--- config.mk ---
export PLATFORM = sky130hd
export DESIGN_NAME = steer_quad_multi_flat
export DESIGN_NICKNAME = d
export VERILOG_FILES = /design/src/rtl/steer_quad_multi_if.sv /design/src/rtl/steer_quad_multi.sv /design/src/flat_wrapper.sv
export SDC_FILE = /design/constraint.sdc
export NUM_CORES = 1
export LEC_CHECK = 0
export BUFFER_PORTS_ARGS = -buffer_cell sky130_fd_sc_hd__clkbuf_2
export CELL_PAD_IN_SITES_DETAIL_PLACEMENT = 0
export CELL_PAD_IN_SITES_GLOBAL_PLACEMENT = 1
export CORE_UTILIZATION = 42
export CTS_BUF_LIST = sky130_fd_sc_hd__clkbuf_2
export CTS_CLUSTER_DIAMETER = 40
export CTS_CLUSTER_SIZE = 24
export DETAILED_ROUTE_END_ITERATION = 10
export PLACE_DENSITY = 0.88
export SLEW_MARGIN = 20
export SYNTH_ARGS = -nofsm -noshare
export SYNTH_HDL_FRONTEND = slang
export SYNTH_SLANG_ARGS = --single-unit
export TNS_END_PERCENT = 5
--- constraint.sdc ---
create_clock -name CLK -period 4.58 [get_ports CLK]
set_input_delay 0.229 -clock CLK [delete_from_list [all_inputs] [get_ports CLK]]
set_output_delay 0.229 -clock CLK [all_outputs]
set_load 0.01 [all_outputs]
--- src/rtl/steer_quad_multi_if.sv ---
// Steering bus between the joystick merge logic and the quadrature encoder.
// No handshake: requests are level-sampled every clock, outputs are registered levels/strobes.
interface steer_quad_multi_if #(
    parameter int CHANNELS = 2,
    parameter int DIV_W    = 16
);
    logic [DIV_W-1:0]      clkdiv;
    logic                  accel_en;
    logic [CHANNELS-1:0]   left;
    logic [CHANNELS-1:0]   right;
    logic [2*CHANNELS-1:0] steer;
    logic [CHANNELS-1:0]   step_pulse;
    logic [8*CHANNELS-1:0] pos;
    logic [2*CHANNELS-1:0] state_dbg;

    modport master (
        output clkdiv, accel_en, left, right,
        input  steer, step_pulse, pos, state_dbg
    );

    modport slave (
        input  clkdiv, accel_en, left, right,
        output steer, step_pulse, pos, state_dbg
    );
endinterface

--- src/rtl/steer_quad_multi.sv ---
// Multi-channel joystick-to-quadrature steering encoder with per-channel
// step-rate acceleration, step strobe and signed 8-bit position counter.
module steer_quad_multi #(
    parameter int CHANNELS    = 2,
    parameter int DIV_W       = 16,
    parameter int ACCEL_STEPS = 4,
    parameter int ACCEL_HOLD  = 8
) (
    input logic               CLK,
    input logic               reset,
    steer_quad_multi_if.slave bus
);
    localparam int LVL_W  = (ACCEL_STEPS > 1) ? $clog2(ACCEL_STEPS) : 1;
    localparam int HOLD_W = $clog2(ACCEL_HOLD + 1);
    localparam logic [LVL_W-1:0]  TOP_LVL  = LVL_W'(ACCEL_STEPS - 1);
    localparam logic [HOLD_W-1:0] HOLD_MAX = HOLD_W'(ACCEL_HOLD);

    typedef enum logic [1:0] {
        IDLE  = 2'd0,
        RUN_R = 2'd1,
        RUN_L = 2'd2
    } state_t;

    logic [CHANNELS-1:0][1:0] phase_a;
    logic [CHANNELS-1:0][7:0] pos_a;
    logic [CHANNELS-1:0][1:0] state_a;
    logic [CHANNELS-1:0]      step_a;

    for (genvar n = 0; n < CHANNELS; n++) begin : g_ch
        logic              l_q, r_q;
        state_t            state, state_nx;
        logic [DIV_W-1:0]  cnt, cnt_nx, eff, per_m1;
        logic [LVL_W-1:0]  level, level_nx;
        logic [HOLD_W-1:0] hold, hold_nx;
        logic [1:0]        phase, phase_nx;
        logic [7:0]        pos_r, pos_nx;
        logic              step, step_nx;

        always_ff @(posedge CLK) begin
            if (reset) begin
                l_q   <= 1'b0;
                r_q   <= 1'b0;
                state <= IDLE;
                cnt   <= '0;
                level <= '0;
                hold  <= '0;
                phase <= 2'b00;
                pos_r <= 8'd0;
                step  <= 1'b0;
            end else begin
                l_q   <= bus.left[n];
                r_q   <= bus.right[n];
                state <= state_nx;
                cnt   <= cnt_nx;
                level <= level_nx;
                hold  <= hold_nx;
                phase <= phase_nx;
                pos_r <= pos_nx;
                step  <= step_nx;
            end
        end

        always_comb begin
            state_nx = IDLE;
            cnt_nx   = cnt;
            level_nx = level;
            hold_nx  = hold;
            phase_nx = phase;
            pos_nx   = pos_r;
            step_nx  = 1'b0;

            // A zero period (clkdiv=0 or fully shifted out) still means one step per cycle.
            eff    = bus.accel_en ? (bus.clkdiv >> level) : bus.clkdiv;
            per_m1 = (eff == '0) ? '0 : eff - 1'b1;

            if (r_q && !l_q)      state_nx = RUN_R;
            else if (l_q && !r_q) state_nx = RUN_L;

            if (state_nx != state || state == IDLE) begin
                cnt_nx   = '0;
                level_nx = '0;
                hold_nx  = '0;
            end else if (cnt >= per_m1) begin
                cnt_nx  = '0;
                step_nx = 1'b1;
                if (state == RUN_R) begin
                    pos_nx = pos_r + 8'd1;
                    case (phase)
                        2'b00:   phase_nx = 2'b01;
                        2'b01:   phase_nx = 2'b11;
                        2'b11:   phase_nx = 2'b10;
                        default: phase_nx = 2'b00;
                    endcase
                end else begin
                    pos_nx = pos_r - 8'd1;
                    case (phase)
                        2'b00:   phase_nx = 2'b10;
                        2'b10:   phase_nx = 2'b11;
                        2'b11:   phase_nx = 2'b01;
                        default: phase_nx = 2'b00;
                    endcase
                end
                // hold saturates at the top level instead of wrapping.
                if (bus.accel_en) begin
                    if (hold >= HOLD_MAX - 1'b1) begin
                        if (level < TOP_LVL) begin
                            level_nx = level + 1'b1;
                            hold_nx  = '0;
                        end else begin
                            hold_nx  = HOLD_MAX;
                        end
                    end else begin
                        hold_nx = hold + 1'b1;
                    end
                end
            end else begin
                cnt_nx = cnt + 1'b1;
            end
        end

        assign phase_a[n] = phase;
        assign pos_a[n]   = pos_r;
        assign state_a[n] = state;
        assign step_a[n]  = step;
    end

    assign bus.steer      = phase_a;
    assign bus.pos        = pos_a;
    assign bus.state_dbg  = state_a;
    assign bus.step_pulse = step_a;
endmodule
--- src/flat_wrapper.sv ---
// flat-port wrapper written by rule: the top's interface ports become plain ports
module steer_quad_multi_flat 
#(
    parameter int CHANNELS    = 2,
    parameter int DIV_W       = 16,
    parameter int ACCEL_STEPS = 4,
    parameter int ACCEL_HOLD  = 8
)
  (CLK, reset, bus_clkdiv, bus_accel_en, bus_left, bus_right, bus_steer, bus_step_pulse, bus_pos, bus_state_dbg);
  steer_quad_multi_if #(.CHANNELS(CHANNELS), .DIV_W(DIV_W)) bus_i ();
  input logic CLK;
  input logic reset;
  input wire logic [$bits(bus_i.clkdiv)-1:0] bus_clkdiv;
  input wire logic [$bits(bus_i.accel_en)-1:0] bus_accel_en;
  input wire logic [$bits(bus_i.left)-1:0] bus_left;
  input wire logic [$bits(bus_i.right)-1:0] bus_right;
  output wire logic [$bits(bus_i.steer)-1:0] bus_steer;
  output wire logic [$bits(bus_i.step_pulse)-1:0] bus_step_pulse;
  output wire logic [$bits(bus_i.pos)-1:0] bus_pos;
  output wire logic [$bits(bus_i.state_dbg)-1:0] bus_state_dbg;
  assign bus_i.clkdiv = bus_clkdiv;
  assign bus_i.accel_en = bus_accel_en;
  assign bus_i.left = bus_left;
  assign bus_i.right = bus_right;
  assign bus_steer = bus_i.steer;
  assign bus_step_pulse = bus_i.step_pulse;
  assign bus_pos = bus_i.pos;
  assign bus_state_dbg = bus_i.state_dbg;
  steer_quad_multi #(.CHANNELS(CHANNELS), .DIV_W(DIV_W), .ACCEL_STEPS(ACCEL_STEPS), .ACCEL_HOLD(ACCEL_HOLD)) u_core (.CLK(CLK), .reset(reset), .bus(bus_i));
endmodule
-- Word level (Yosys, flattened, before mapping)
Index checks and enable logic that the tools add are counted.
- register bits: 74
- latch bits: 0
- RAM bits: 0
- ROM bits: 0
- bits of input ports: 23
- output and inout port bits: 26
- word-level logic and storage cells: 98
- memories: 0
- $add $sub $neg: 12
- $mul: 0
- divide/modulo/power cells: 0
- order comparisons: 6
- equal/unequal tests: 10
- shift-type cells: 2
- multiplexer cells: 22
- bitwise logic cells: 2
- reduce and logical (&&, ||, !) cells: 26
- operators with widths (kind ; count):
    $mux W16 ; 4
    $add A16 B1 Y16 const B ; 2
    $ge A16 B16 Y1 ; 2
    $logic_not A16 Y1 ; 2
    $shr A16 B2 Y16 ; 2
    $sub A16 B1 Y16 const B ; 2
    $pmux W2 S3 ; 4
    $add A8 B1 Y8 const B ; 2
    $mux W4 ; 4
    $mux W8 ; 2
    $sub A8 B1 Y8 const B ; 2
    $mux W2 ; 6
    $add A4 B1 Y4 const B ; 2
    $eq A2 B1 Y1 const B ; 4
    $eq A2 B2 Y1 const B ; 4
    $ge A4 B3 Y1 const B ; 2
    $logic_not A2 Y1 ; 4
    $reduce_and A2 Y1 ; 4
    $reduce_and A4 Y1 ; 2
    $reduce_or A3 Y1 ; 2
    $add A2 B1 Y2 const B ; 2
    $logic_and A1 B1 Y1 ; 4
    $logic_not A1 Y1 ; 4
    $lt A2 B2 Y1 const B ; 2
    other kinds (5) ; 10

-- Logic depth before layout (Yosys ltp)
Gate-level depths: netlist of the first run.
- word-level depth: 8
- mapped depth: 21
- depth with buffers taken out: 15

-- Worst setup path after synthesis of the first run
OpenSTA, ideal clock, no wires.
- path type: register to register
- start point: register u_core.g_ch[0].level[0]
- end point: register u_core.g_ch[0].hold[0]
- library setup time: 0.070 ns
- arrival: 4.311 ns
- required time: 4.510 ns
- path slack: 0.199 ns
- cell stages (with the launch flop): 21
- buffers on the path: 6
- clock period less this slack: 4.381 ns
- cells stage by stage: dfxtp_1 -> buf_6 -> buf_6 -> buf_6 -> buf_2 -> nor2_1 -> a21oi_1 -> o21ai_0 -> ha_1 -> and3_1 -> clkbuf_1 -> nand4_1 -> or4_1 -> nand3_1 -> ha_1 -> nand4_1 -> or4_1 -> o211ai_1 -> clkbuf_1 -> nand4b_1 -> a21oi_1
- longest elaborated chain between the ends: 6
- elaborated cells between the ends (all ways): 7
- classes of those cells: add/sub: 1; order compare: 1; shift: 1; mux: 2; reduce/logical: 2
- ends and longest elaborated chain (what ; RTL line ; RTL):
    start: declaration ; steer_quad_multi.sv:33 ; logic [LVL_W-1:0] level, level_nx;
    start signal: assignment ; steer_quad_multi.sv:55 ; level <= level_nx;
    $shr A16 B2 Y16 (*) ; steer_quad_multi.sv:73 ; eff = bus.accel_en ? (bus.clkdiv >> level) : bus.clkdiv;
    $mux W16 (*) ; steer_quad_multi.sv:73 ;
    $sub A16 B1 Y16 or $logic_not A16 Y1 (tied branches) ; steer_quad_multi.sv:74 ; per_m1 = (eff == '0) ? '0 : eff - 1'b1;
    $mux W16 (*) ; steer_quad_multi.sv:74 ;
    $ge A16 B16 Y1 (*) ; steer_quad_multi.sv:83 ; end else if (cnt >= per_m1) begin
    $reduce_and A2 Y1 (no line) (*) ; - ;
    end signal: assignment ; steer_quad_multi.sv:56 ; hold <= hold_nx;
    end: declaration ; steer_quad_multi.sv:34 ; logic [HOLD_W-1:0] hold, hold_nx;
Mark *: on every way between the ends. The rest lies on a longest branch, timed or not.
A chain may end at the register's enable or synchronous reset.

-- Final worst setup path of the first run
- start point: register u_core.g_ch[0].level[0]
- end point: register u_core.g_ch[0].pos_r[0]
- longest elaborated chain between the ends: 6
- elaborated cells between the ends (all ways): 7
- classes of those cells: add/sub: 1; order compare: 1; shift: 1; mux: 2; reduce/logical: 2
- ends and longest elaborated chain (what ; RTL line ; RTL):
    $shr A16 B2 Y16 (*) ; steer_quad_multi.sv:73 ;
    $mux W16 (*) ; steer_quad_multi.sv:73 ;
    $sub A16 B1 Y16 or $logic_not A16 Y1 (tied branches) ; steer_quad_multi.sv:74 ;
    $mux W16 (*) ; steer_quad_multi.sv:74 ;
    $ge A16 B16 Y1 (*) ; steer_quad_multi.sv:83 ;
    $reduce_and A2 Y1 (no line) (*) ; - ;
    end signal: assignment ; steer_quad_multi.sv:58 ; pos_r <= pos_nx;
    end: declaration ; steer_quad_multi.sv:36 ; logic [7:0] pos_r, pos_nx;
Marked as above.

==> metrics, run 1 <==
required time worst endpoint=5050 ps; DRC=0; Post-DP HPWL=11480 um; vias in the first global route=5618; Via density=5.761; cell count after synthesis=843; critical path capture point type=register; clock skew=31.40 ps; TritonCTS Buffers=9; share of layout cells above drive strength 1=0.1425; Setup TNS=0 ps; aggregate routed wire length=15240 um; Clk Latency, worst-skew pair=540 ps; Post-Syn Area=6445 um2; GR Util met2=0.3124; Synth area leader=dfxtp_1; DR iter-0 viols=336; htree depth=3; DR vias=6239; DR WL/cell=14.07 um; Core Rows=44; P&R area growth vs syn=10.74%; TritonCTS clock tree=done; Avg Inst Size Synth=7.645 um2; Slew headroom=0.3753; post-synth cell types=71; final setup vio count=0; Initial Util=0.4368; fmax=0.2305 GHz; status=finished clean; leakage=0.002806 uW; pwr dens=174.2 nW/um2; Worst Path Max Fanout=13; sequential fraction of the synthesis area=0.2299; largest net degree at the start of global routing=43; number of enable flip-flop cells after synthesis=0; Ys Warns=0; placer congestion estimate=0.8779; Max Transition Viols Final=0; asr flop ratio synth=0; initial antenna violation count=1; Hold WC Path Type=in2reg; die area=15840 um2; top cells by count, synth=86 x nor2_1, 79 x a21oi_1, 74 x dfxtp_1; worst slew pin tran=937.1 ps; post-route ant nets=0; die height=125.9 um; PortBufs=48; # nets final=973; most frequent cell after synthesis=nor2_1; CTS Sinks=74; gr busiest metal=met2; top-level I/O count=49; drt first pass iters=5; Die X=125.9 um; total of max-cap violations=0; Bufs on Longest Clock Path=2; core area=14750 um2; Final Hold Fails=0; global route overflow=0; CP Class=reg2reg; Root Buffer=clkbuf_2; Worst-path clk slew=220 ps; fin util=0.4837; Synth top area share=0.2299; Worst EP arrival=4800 ps; met3 usage=0.03568; clock period minus worst slack=4338 ps; Post-Syn Nets=922; first-pass GRT wire length=25980 um; CP startpoint kind=register; prevailing post-synth register cell=dfxtp_1; GRT met1 Usage=0.2726; total track usage=0.1959; top cells by area, synth=dfxtp_1 23%, ha_1 10%, a21oi_1 6.1%, nor2_1 5.0%, o21ai_0 4.2%; post-synthesis register bit count=74; Tcrit/Tclk final=0.9473; Max IR drop VDD=160.1 uV; RSZ-0062 raised after global routing=no
-- sequential cells by signal (all words and copies together) (netlist names) --
signal,count
u_core.g_ch.phase,4
u_core.g_ch.cnt,32
u_core.g_ch.r_q,2
u_core.g_ch.step,2
u_core.g_ch.l_q,2
u_core.g_ch.level,4
u_core.g_ch.state,4
u_core.g_ch.pos_r,16
u_core.g_ch.hold,8
-- path summary, 6_finish.rpt --
| check | to | slack [ps] | cells past startpoint | startpoint |
|---|---|---|---|---|
| setup / recovery | u_core.g_ch[0].pos_r[0] | 240 | 14 | u_core.g_ch[0].level[0] |
| hold / removal | u_core.g_ch[1].hold[2] | 310 | 4 | bus_accel_en |
| setup reg to reg | u_core.g_ch[0].pos_r[0] | 240 | 14 | u_core.g_ch[0].level[0] |
| hold reg to reg | u_core.g_ch[1].pos_r[3] | 510 | 2 | u_core.g_ch[1].pos_r[3] |
-- where the power goes --
group          internal (uW)  leakage (uW)  switching (uW)
Combinational           94.3       0.00214             135
Clock                    125     0.0000694             240
Sequential               647      0.000599            1.97
Total                    866       0.00281             377
-- logic make-up after synthesis --
family / synth area share
adders and majority gates: 0.1110
muxes: 0.03805
and+or+nand+nor: 0.2660
buffers and inverters: 0.05475
AOI/OAI and AO/OA: 0.2337
DFF: 0.2299
xor gates and xnor gates: 0.06659
-- routing by layer --
metal  wire length, um  share of wire
met1              7515           0.49
met2              6818           0.45
met3               753          0.049
met4               146         0.0096
met5                 0              0
-- area by class of cell --
cell class | count | area (um2)
flip-flops and latches | 74 | 1489
well taps | 184 | 230.2
clock inverters | 5 | 56.30
inverters | 19 | 71.32
multi-input cells | 696 | 4617
diodes | 1 | 2.502
fillers | 1510 | 7617
clock buffers | 10 | 50.05
repair buffers | 94 | 620.6
-- metrics by stage --
| stage | hold slack [ps] | setup slack, ps | power, uW | instances | instance area (um2) |
|---|---|---|---|---|---|
| final | 311.0 | 241.5 | 1244 | 1083 | 7137 |
| after global routing | 293.9 | 26.90 | 1320 | 1083 | 7137 |
| after CTS | 267.6 | 118.5 | 1262 | 1080 | 7106 |
| after detailed placement | 445.3 | 192.0 | 888.9 | 1061 | 6959 |
| after global placement | 439.1 | 228.9 | 887.1 | 1061 | 6959 |
| after floorplan | 357.2 | 199.0 | 826.5 | 843 | 6445 |
-- worst max-delay path, stage by stage, from the launching register on --
cell,delay [ps]
dfxtp_4,400
buf_4,150
mux2_4,300
a22oi_2,160
or4b_4,500
or2_1,260
a211o_1,300
a211o_1,230
ha_1,290
nand4_1,140
or4_1,580
o211a_1,310
buf_4,200
or3_1,300
a21oi_1,140
-- repair_timing --
item                                    in CTS  in global routing
hold buffers                                 4                  0
endpoints found under the hold margin        4                  0
endpoints found under the setup margin       0                 32
buffers inserted                             0                  2
gates resized for setup                      0                  5
-- cells in the final DEF, fill, tap and decap left out, types with 8 or more instances in the layout --
master     count
ha_1          54
nor4_1         8
a31oi_1       15
inv_1         19
nand3_1       48
a21oi_1       79
nor2_1        86
buf_4         40
o21ai_0       54
a2bb2oi_1      9
nand2b_1      37
clkbuf_2      58
nand2_1       48
xnor2_1       22
xor2_1        27
or3_1          9
mux2i_1       14
and3_1        14
dfxtp_1       72
nor2b_1       15
nand4_1       21
a21o_1        10
nor3_1        12
Power figures use the tool's default switching activity.
==> run 2, diff against run 1 <==
--- a/config.mk
+++ b/config.mk
@@ -6,14 +6,12 @@
 export NUM_CORES = 1
 export LEC_CHECK = 0
 export BUFFER_PORTS_ARGS = -buffer_cell sky130_fd_sc_hd__clkbuf_2
-export CELL_PAD_IN_SITES_DETAIL_PLACEMENT = 0
-export CELL_PAD_IN_SITES_GLOBAL_PLACEMENT = 1
-export CORE_UTILIZATION = 42
+export CORE_UTILIZATION = 50
 export CTS_BUF_LIST = sky130_fd_sc_hd__clkbuf_2
 export CTS_CLUSTER_DIAMETER = 40
 export CTS_CLUSTER_SIZE = 24
 export DETAILED_ROUTE_END_ITERATION = 10
-export PLACE_DENSITY = 0.88
+export PLACE_DENSITY = 0.8
 export SLEW_MARGIN = 20
 export SYNTH_ARGS = -nofsm -noshare
 export SYNTH_HDL_FRONTEND = slang
==> run 2 against run 1 <==
Hold slack got worse by 4.6 ps. Worst setup slack worse by 12 ps. Cell area fell by 0.51%. Combinational power about the same. Register-to-register slack hardly changed. Critical path depth is 1 lower. Clock power increased by 12%. Critical path type unchanged. Largest cell class unchanged. Highest routed layer unchanged.
==> metrics, run 2 (synthesis results as in run 1) <==
met3 usage=0.04550; status=finished clean; reg2reg path depth=13; post-route ant nets=0; R2R Path Start=u_core.g_ch[0].level[0]; Via density=5.887; Clk Latency, worst-skew pair=530 ps; pre-CTS worst setup slack=108.2 ps; pwr dens=181.4 nW/um2; cell mode on critical path=a211o_1; worst reg2reg setup slack=230 ps; RSZ-0062 raised after global routing=no; placer congestion estimate=0.9173; first-pass GRT wire length=25870 um; Post-CTS Setup Inserts=0; fmax=0.2298 GHz; required time worst endpoint=5040 ps; Largest regs=u_core.g_ch.cnt: 32 flops, u_core.g_ch.pos_r: 16 flops, u_core.g_ch.hold: 8 flops; DR vias=6258; global route overflow=0; Worst Path Max Fanout=13; Worst-path clk slew=200 ps; GR Util met2=0.3749; clock skew=21.26 ps; crit path to=u_core.g_ch[0].pos_r[0]; max reg flops=32; WHS Path Cells=2; Setup TNS=0 ps; Max Transition Viols Final=0; Slew headroom=0.4231; drt first pass iters=5; die area=13350 um2; htree depth=3; P&R area growth vs syn=10.17%; commonest cells after routing, fill and taps aside=86 x nor2_1, 79 x a21oi_1, 70 x dfxtp_1; Final Hold Fails=0; GRT met1 Usage=0.3301; CP Class=reg2reg; aggregate routed wire length=15000 um; crit-path cells=mux2_4 -> a22oi_2 -> or4b_4 -> or2_1 -> a211o_1 -> a211o_1 -> ha_1 -> nand4_1 -> or4_1 -> o211a_1 -> buf_4 -> or3_1 -> a21oi_1; TritonCTS clock tree=done; Core Rows=41; CTS Sinks=74; PortBufs=48; gr busiest metal=met2; Worst EP arrival=4810 ps; Root Buffer=clkbuf_2; share of layout cells above drive strength 1=0.1392; Tcrit/Tclk final=0.9500; initial antenna violation count=0; top-level I/O count=49; Reg2Reg Capture Point=u_core.g_ch[0].pos_r[0]; Critical-path top delay cell=or4_1; Post-DP HPWL=11220 um; # diodes=0; total of max-cap violations=0; vias in the first global route=5509; Max IR drop VDD=163.4 uV; # nets final=966; TritonCTS Buffers=9; CP startpoint kind=register; Initial Util=0.5128; total track usage=0.2363; Bufs on Longest Clock Path=2; Die X=115.5 um; Hold WC Path Type=in2reg; largest net degree at the start of global routing=37; clock period minus worst slack=4351 ps; DR iter-0 viols=460; most common cell after layout, fill and taps aside=nor2_1; DRC=0; critical path capture point type=register; Largest Register=u_core.g_ch.cnt; Setup crit start=u_core.g_ch[0].level[0]; leakage=0.002783 uW; DR WL/cell=14.11 um; die height=115.5 um; worst slew pin tran=865.4 ps; core area=12570 um2; setup ws final=229.1 ps; crit-path max cell delay=590 ps; final setup vio count=0
[run 2: area by class of cell]
type	count	area, um2
clock buffer	11	55.05
multi-input combinational	696	4628
inverter	19	71.32
timing repair buffer	87	571.8
fill	1155	5468
tap	172	215.2
sequential	74	1491
clock inverter	4	67.56
[run 2: worst max-delay path, delay by kind of cell, from the launching register on]
family,cells,cell delay (ps)
AND/OR/NAND/NOR,5,1810
AO/OA/AOI/OAI,5,1170
adder cells (fa/ha/maj),1,310
buffers and inverters,1,210
flip-flops,1,470
multiplexers,1,320
[run 2: how the worst min path moves through the flow]
| stage | startpoint | to | slack [ps] |
|---|---|---|---|
| after global routing | reset | u_core.g_ch[1].state[0] | 310 |
| after global placement | bus_right[1] | u_core.g_ch[1].r_q | 440 |
| final | reset | u_core.g_ch[1].state[0] | 310 |
| after detailed placement | bus_right[0] | u_core.g_ch[0].r_q | 440 |
| after CTS | bus_accel_en | u_core.g_ch[0].hold[1] | 280 |
| after floorplan | bus_left[0] | u_core.g_ch[0].l_q | 360 |
[run 2: repair_timing]
item / 4_1_cts / 5_1_grt
endpoints found under the hold margin: 4 / 0
endpoints found under the setup margin: 0 / 63
hold buffers: 4 / 0
resized for setup: 0 / 10
[run 2: layer usage]
metal	wire (um)	part of all wire
met1	7082	0.47
met2	6742	0.45
met3	999	0.067
met4	172	0.011
met5	0	0
[run 2: where the power goes]
group	leakage, uW	internal [uW]	switching, uW
Clock	0.0000771	179	229
Sequential	0.000600	647	2.12
Combinational	0.00211	92.3	139
Total	0.00278	919	370
[run 2: through the flow]
stage               std cells  hold slack (ps)  total power (uW)  utilization  cell area [um2]
detailed placement       1044            443.9             886.0       0.5495             6907
finish                   1063            306.3              1288       0.5650             7101
global placement         1044            436.4             880.9       0.5495             6907
floorplan                 843            357.2             826.5            -             6445
CTS                      1063            283.8              1293       0.5625             7069
global route             1063            313.4              1351       0.5650             7101
